[src/rtl/pc_pkg.sv]
// Shared definitions for the program-counter sequencer: mode encodings and
// default parameter values used by pc_sequencer and return_stack.
package pc_pkg;

  // Default parameter values
  localparam int unsigned PC_WIDTH_DEF        = 16;
  localparam int unsigned PC_INC_DEF          = 2;
  localparam int unsigned STACK_DEPTH_DEF     = 8;
  localparam int unsigned PC_RESET_VECTOR_DEF = 0;

  // Sequencer operation selected by the Mode input
  typedef enum logic [1:0] {
    MODE_SEQ  = 2'b00,
    MODE_JUMP = 2'b01,
    MODE_CALL = 2'b10,
    MODE_RET  = 2'b11
  } mode_e;

endpackage : pc_pkg

[src/rtl/return_stack.sv]
// Return-address stack. Owns the storage and the entry count. The top of
// stack is presented combinationally on dout; entries at or above the count
// are never shown (dout reads zero while empty).
module return_stack
  import pc_pkg::*;
#(
  parameter int unsigned WIDTH = PC_WIDTH_DEF,
  parameter int unsigned DEPTH = STACK_DEPTH_DEF
) (
  input  logic                         clk,
  input  logic                         rst_n,
  input  logic                         push,
  input  logic                         pop,
  input  logic [WIDTH-1:0]             din,
  output logic [WIDTH-1:0]             dout,
  output logic [$clog2(DEPTH+1)-1:0]   count,
  output logic                         empty,
  output logic                         full
);

  localparam int unsigned CW = $clog2(DEPTH + 1);
  localparam int unsigned AW = $clog2(DEPTH);

  logic [WIDTH-1:0] mem [DEPTH];
  logic             do_push;
  logic             do_pop;
  logic [CW-1:0]    top_cnt;

  // Guard against pushing into a full stack or popping an empty one; a
  // simultaneous request is treated as a push.
  always_comb begin
    do_push = push && !full;
    do_pop  = pop && !push && !empty;
  end

  // Storage write at the slot just above the current top
  always_ff @(posedge clk) begin
    if (do_push) begin
      mem[count[AW-1:0]] <= din;
    end
  end

  // Entry count, bounded to 0..DEPTH by the guards above
  always_ff @(posedge clk or negedge rst_n) begin
    if (!rst_n) begin
      count <= '0;
    end else if (do_push) begin
      count <= count + CW'(1);
    end else if (do_pop) begin
      count <= count - CW'(1);
    end
  end

  // Status decode and top-of-stack read from the registered count
  always_comb begin
    empty   = (count == '0);
    full    = (count == CW'(DEPTH));
    top_cnt = count - CW'(1);
    dout    = empty ? '0 : mem[top_cnt[AW-1:0]];
  end

endmodule : return_stack

[src/rtl/pc_sequencer.sv]
// Program-counter sequencer with call/return stack. Owns the PC register,
// the mode decode and the sticky overflow/underflow flags; the return
// addresses live in return_stack.
module pc_sequencer
  import pc_pkg::*;
#(
  parameter int unsigned       WIDTH        = PC_WIDTH_DEF,
  parameter int unsigned       INC          = PC_INC_DEF,
  parameter int unsigned       DEPTH        = STACK_DEPTH_DEF,
  parameter logic [WIDTH-1:0]  RESET_VECTOR = WIDTH'(PC_RESET_VECTOR_DEF)
) (
  input  logic             CLK,
  input  logic             Reset_n,
  input  logic             PCWrite,
  input  logic [1:0]       Mode,
  input  logic [WIDTH-1:0] PCIn,
  input  logic             ErrClear,
  output logic [WIDTH-1:0] PCout,
  output logic             StackEmpty,
  output logic             StackFull,
  output logic             Overflow,
  output logic             Underflow
);

  localparam int unsigned CW = $clog2(DEPTH + 1);

  mode_e            mode;
  logic [WIDTH-1:0] pc_q;
  logic [WIDTH-1:0] pc_d;
  logic [WIDTH-1:0] pc_inc;
  logic             ovf_q;
  logic             unf_q;
  logic             ovf_set;
  logic             unf_set;
  logic             stk_push;
  logic             stk_pop;
  logic [WIDTH-1:0] stk_dout;
  logic [CW-1:0]    stk_count;
  logic             stk_empty;
  logic             stk_full;

  assign mode   = mode_e'(Mode);
  assign pc_inc = pc_q + WIDTH'(INC);

  return_stack #(
    .WIDTH (WIDTH),
    .DEPTH (DEPTH)
  ) u_stack (
    .clk   (CLK),
    .rst_n (Reset_n),
    .push  (stk_push),
    .pop   (stk_pop),
    .din   (pc_inc),
    .dout  (stk_dout),
    .count (stk_count),
    .empty (stk_empty),
    .full  (stk_full)
  );

  // Mode decode: next PC, stack requests and error detection
  always_comb begin
    pc_d     = pc_q;
    stk_push = 1'b0;
    stk_pop  = 1'b0;
    ovf_set  = 1'b0;
    unf_set  = 1'b0;
    if (PCWrite) begin
      case (mode)
        MODE_SEQ:  pc_d = pc_inc;
        MODE_JUMP: pc_d = PCIn;
        MODE_CALL: begin
          if (stk_full) begin
            ovf_set = 1'b1;
          end else begin
            stk_push = 1'b1;
            pc_d     = PCIn;
          end
        end
        MODE_RET: begin
          if (stk_empty) begin
            unf_set = 1'b1;
          end else begin
            stk_pop = 1'b1;
            pc_d    = stk_dout;
          end
        end
        default: pc_d = pc_q;
      endcase
    end
  end

  // PC register
  always_ff @(posedge CLK or negedge Reset_n) begin
    if (!Reset_n) begin
      pc_q <= RESET_VECTOR;
    end else begin
      pc_q <= pc_d;
    end
  end

  // Sticky error flags; a new error on the clearing edge wins
  always_ff @(posedge CLK or negedge Reset_n) begin
    if (!Reset_n) begin
      ovf_q <= 1'b0;
      unf_q <= 1'b0;
    end else begin
      if (ovf_set) begin
        ovf_q <= 1'b1;
      end else if (ErrClear) begin
        ovf_q <= 1'b0;
      end
      if (unf_set) begin
        unf_q <= 1'b1;
      end else if (ErrClear) begin
        unf_q <= 1'b0;
      end
    end
  end

  // Status outputs straight from registered state
  always_comb begin
    PCout      = pc_q;
    StackEmpty = (stk_count == '0);
    StackFull  = (stk_count == CW'(DEPTH));
    Overflow   = ovf_q;
    Underflow  = unf_q;
  end

endmodule : pc_sequencer

[config.mk]
export PLATFORM = sky130hd
export DESIGN_NAME = pc_sequencer
export DESIGN_NICKNAME = d
export VERILOG_FILES = /design/src/rtl/pc_pkg.sv /design/src/rtl/return_stack.sv /design/src/rtl/pc_sequencer.sv
export SDC_FILE = /design/constraint.sdc
export NUM_CORES = 1
export LEC_CHECK = 0
export ABC_AREA = 1
export BUFFER_PORTS_ARGS = -buffer_cell sky130_fd_sc_hd__buf_2
export CORE_MARGIN = 5
export CORE_UTILIZATION = 65
export CTS_CLUSTER_DIAMETER = 80
export DETAILED_ROUTE_END_ITERATION = 6
export PLACE_DENSITY = 0.84
export SLEW_MARGIN = 20
export SYNTH_ARGS = -nofsm -noshare
export SYNTH_HDL_FRONTEND = slang
export SYNTH_SLANG_ARGS = --single-unit
[constraint.sdc]
create_clock -name CLK -period 6.4 [get_ports CLK]
set_input_delay 0.64 -clock CLK [delete_from_list [all_inputs] [get_ports CLK]]
set_output_delay 0.64 -clock CLK [all_outputs]
set_load 0.02 [all_outputs]
==> out/qor.txt <==
CP cell instances -> buf_4 -> inv_2 -> ha_1 -> xnor2_2 -> nand3_1 -> nand3_1 -> nand2_1 -> nand3_1 -> nand2_1
GPL Wtd Cong -> 0.902
Syn avg cell area -> 9.97 µm²
Post-synth EDFFs -> 128
Sink Count -> 150
# hold bufs at CTS -> 0
Inserted Diodes -> 0
Clock Skew -> 13.2 ps
Synth top cells by count -> 196 x nand2_1, 128 x edfxtp_1, 81 x nor2_1
Hold slack -> 85.1 ps
Total track usage -> 25.6%
Setup_tns -> 0 ps
Cell row count -> 38
Total Routed Length -> 16,200 µm
Die area -> 0.0130 mm²
Clk slew on worst S/H paths -> 80 ps
Largest net degree at the start of global routing -> 77
WP data arrival -> 4030 ps
Syn Inst Count -> 704
CTS Root Cell -> clkbuf_8
Leakage -> 3.27 nW
Yosys reg bits -> 150
Pins Over Slew Limit -> 0
Area Growth Syn to Fin -> 11.4%
Max VDD drop -> 0.000430 V
Post-Syn Nets -> 733
Worst reg-to-reg path cell count -> 9
Post-CTS sizing -> 0
H-Tree Depth -> 4
Die Y-Extent -> 114 µm
Status -> finished clean
Critical path's slowest cell -> xnor2_2
Slowest cell delay on critical path -> 810 ps
Pwr Total -> 3.66 mW
Cell Pwr Density -> 468 mW/mm²
Setup CP Type -> register to register
Final WS setup -> 2790 ps
Async SR Flop Fraction -> 14.7%
Pre-antenna DRT Iters -> 6
Total grt overflow -> 0
Vias per Instance -> 5.87
Layout cells sized above 1 -> 14.6%
Setup bufs post-CTS -> 0
Max clock buf depth -> 2
Setup Slack @ Placement -> 2960 ps
DRC -> 0
Post-DP HPWL -> 9960 µm
Vias in the first global route -> 5,109
Initial Util -> 65.6%
Final worst path period share -> 56.4%
RSZ-0062 raised after global routing -> false
# IOs -> 42
Sequential-to-total area share from yosys stat -> 62.6%
Final nets -> 770
Crit path launch type -> register
Most common cell in the netlist -> nand2_1
CP Capture Type -> register
Endpoints failing hold -> 0
Vias -> 5,246
Worst-Skew Late Latency -> 540 ps
Area share of the largest cell type after synthesis -> 54.8%
First-pass GRT wire length -> 25,300 µm
Rel. slew slack -> 33.1%
CTS tree -> yes
Hold/Removal Path Class -> input port to asynchronous set/reset pin
Top post-synthesis cells by area -> edfxtp_1 55%, nand2_1 10%, dfrtp_1 7.8%
Routed wire length per instance -> 18.1 µm
Initial DRC count -> 641
Max-cap viol count -> 0
Synth Warn # -> 0
Maximum fanout along the worst path -> 76
Synth cell types -> 39
FMAX -> 277 MHz
Inserted Clock Buffers -> 17
Core area -> 0.0107 mm²
Initial antenna violation count -> 0
Port Buffer Count -> 41
Routed Antenna Nets -> 0
Actual slew at the worst max-slew pin -> 998 ps
Final Critical Period -> 3610 ps
Synth Cell Area -> 0.00702 mm²
CP Data Required Time -> 6820 ps
Top FF cell, synth -> edfxtp_1
Crit path top cell by count -> nand3_1
Synth area leader -> edfxtp_1
Die W -> 114 µm
Final setup fails -> 0
[state kept, by name, indices dropped and copies added (netlist names)]
signal / cells
u_stack.mem: 128
Overflow: 1
u_stack.count: 4
PCout: 16
Underflow: 1
[path summary, 6_finish.rpt]
| kind | startpoint | end | slack, ps |
|---|---|---|---|
| setup / recovery | u_stack.count[0]$_DFFE_PN0P_ | PCout[13]$_DFFE_PN0P_ | 2790 |
| hold / removal | Reset_n | PCout[5]$_DFFE_PN0P_ | 90 |
| setup reg to reg | u_stack.count[0]$_DFFE_PN0P_ | PCout[13]$_DFFE_PN0P_ | 2790 |
| hold reg to reg | Underflow$_DFFE_PN0P_ | Underflow$_DFFE_PN0P_ | 520 |
| max in group asynchronous | Reset_n | u_stack.count[0]$_DFFE_PN0P_ | 5920 |
| min in group CLK | ErrClear | Underflow$_DFFE_PN0P_ | 300 |
[metrics by stage]
step	area (µm²)	std cells	util [%]
6_report	7820	894	73.1
2_1_floorplan	7020	704	-
5_1_grt	7820	894	73.1
3_5_place_dp	7230	862	67.6
3_3_place_gp	7230	862	67.6
4_1_cts	7820	894	73.1
[critical path: cells and delay by family, from the launching register on]
family / cells / cell delay, ps
xor gates and xnor gates: 1 / 810
adders and majority gates: 1 / 490
buffers and inverters: 2 / 1230
DFF: 1 / 340
and+or+nand+nor: 5 / 570
[logic make-up after synthesis]
kind of cell | after synthesis | share of synthesized area (%)
DFF | 150 | 62.6
xor gates and xnor gates | 10 | 1.57
and+or+nand+nor | 379 | 22.8
buffers and inverters | 92 | 6.72
AOI/OAI and AO/OA | 66 | 5.08
adders and majority gates | 7 | 1.25
[where the power goes]
| group | switching (mW) | internal [mW] | leakage [nW] | total, mW |
|---|---|---|---|---|
| Combinational | 0.978 | 0.387 | 1.55 | 1.36 |
| Clock | 0.456 | 0.508 | 0.285 | 0.964 |
| Sequential | 0.0876 | 1.24 | 1.43 | 1.33 |
| Total | 1.52 | 2.14 | 3.27 | 3.66 |
[layout make-up]
cell class	count	area, µm²
multi-input combinational	462	2160
sequential	150	4400
tap	140	175
timing repair buffer	51	280
inverter	59	224
fill	694	2880
clock inverter	15	173
clock buffer	17	414
[layer usage]
layer | GRT usage (%) | vias up | wire length [µm]
met5 | 0 | - | 0
met4 | 13.5 | 0 | 706
met3 | 5.99 | 62 | 1320
met2 | 43.4 | 300 | 8300
met1 | 30.5 | 2463 | 5830
li1 | - | 2421 | -
[cell usage in the layout, fill, tap and decap left out, drive strengths merged]
cell type	n
clkinv	5
clkbuf	17
nor3	3
inv	68
xor2	6
nor2	87
nand4	3
nand2	202
dfrtp	22
edfxtp	128
buf	51
o21ai	40
nand3b	3
and2	1
ha	7
o211ai	5
nand3	80
xnor2	4
a21oi	18
a21boi	2
o22ai	1
clkinvlp	1
(Power assumes the default switching activity.)
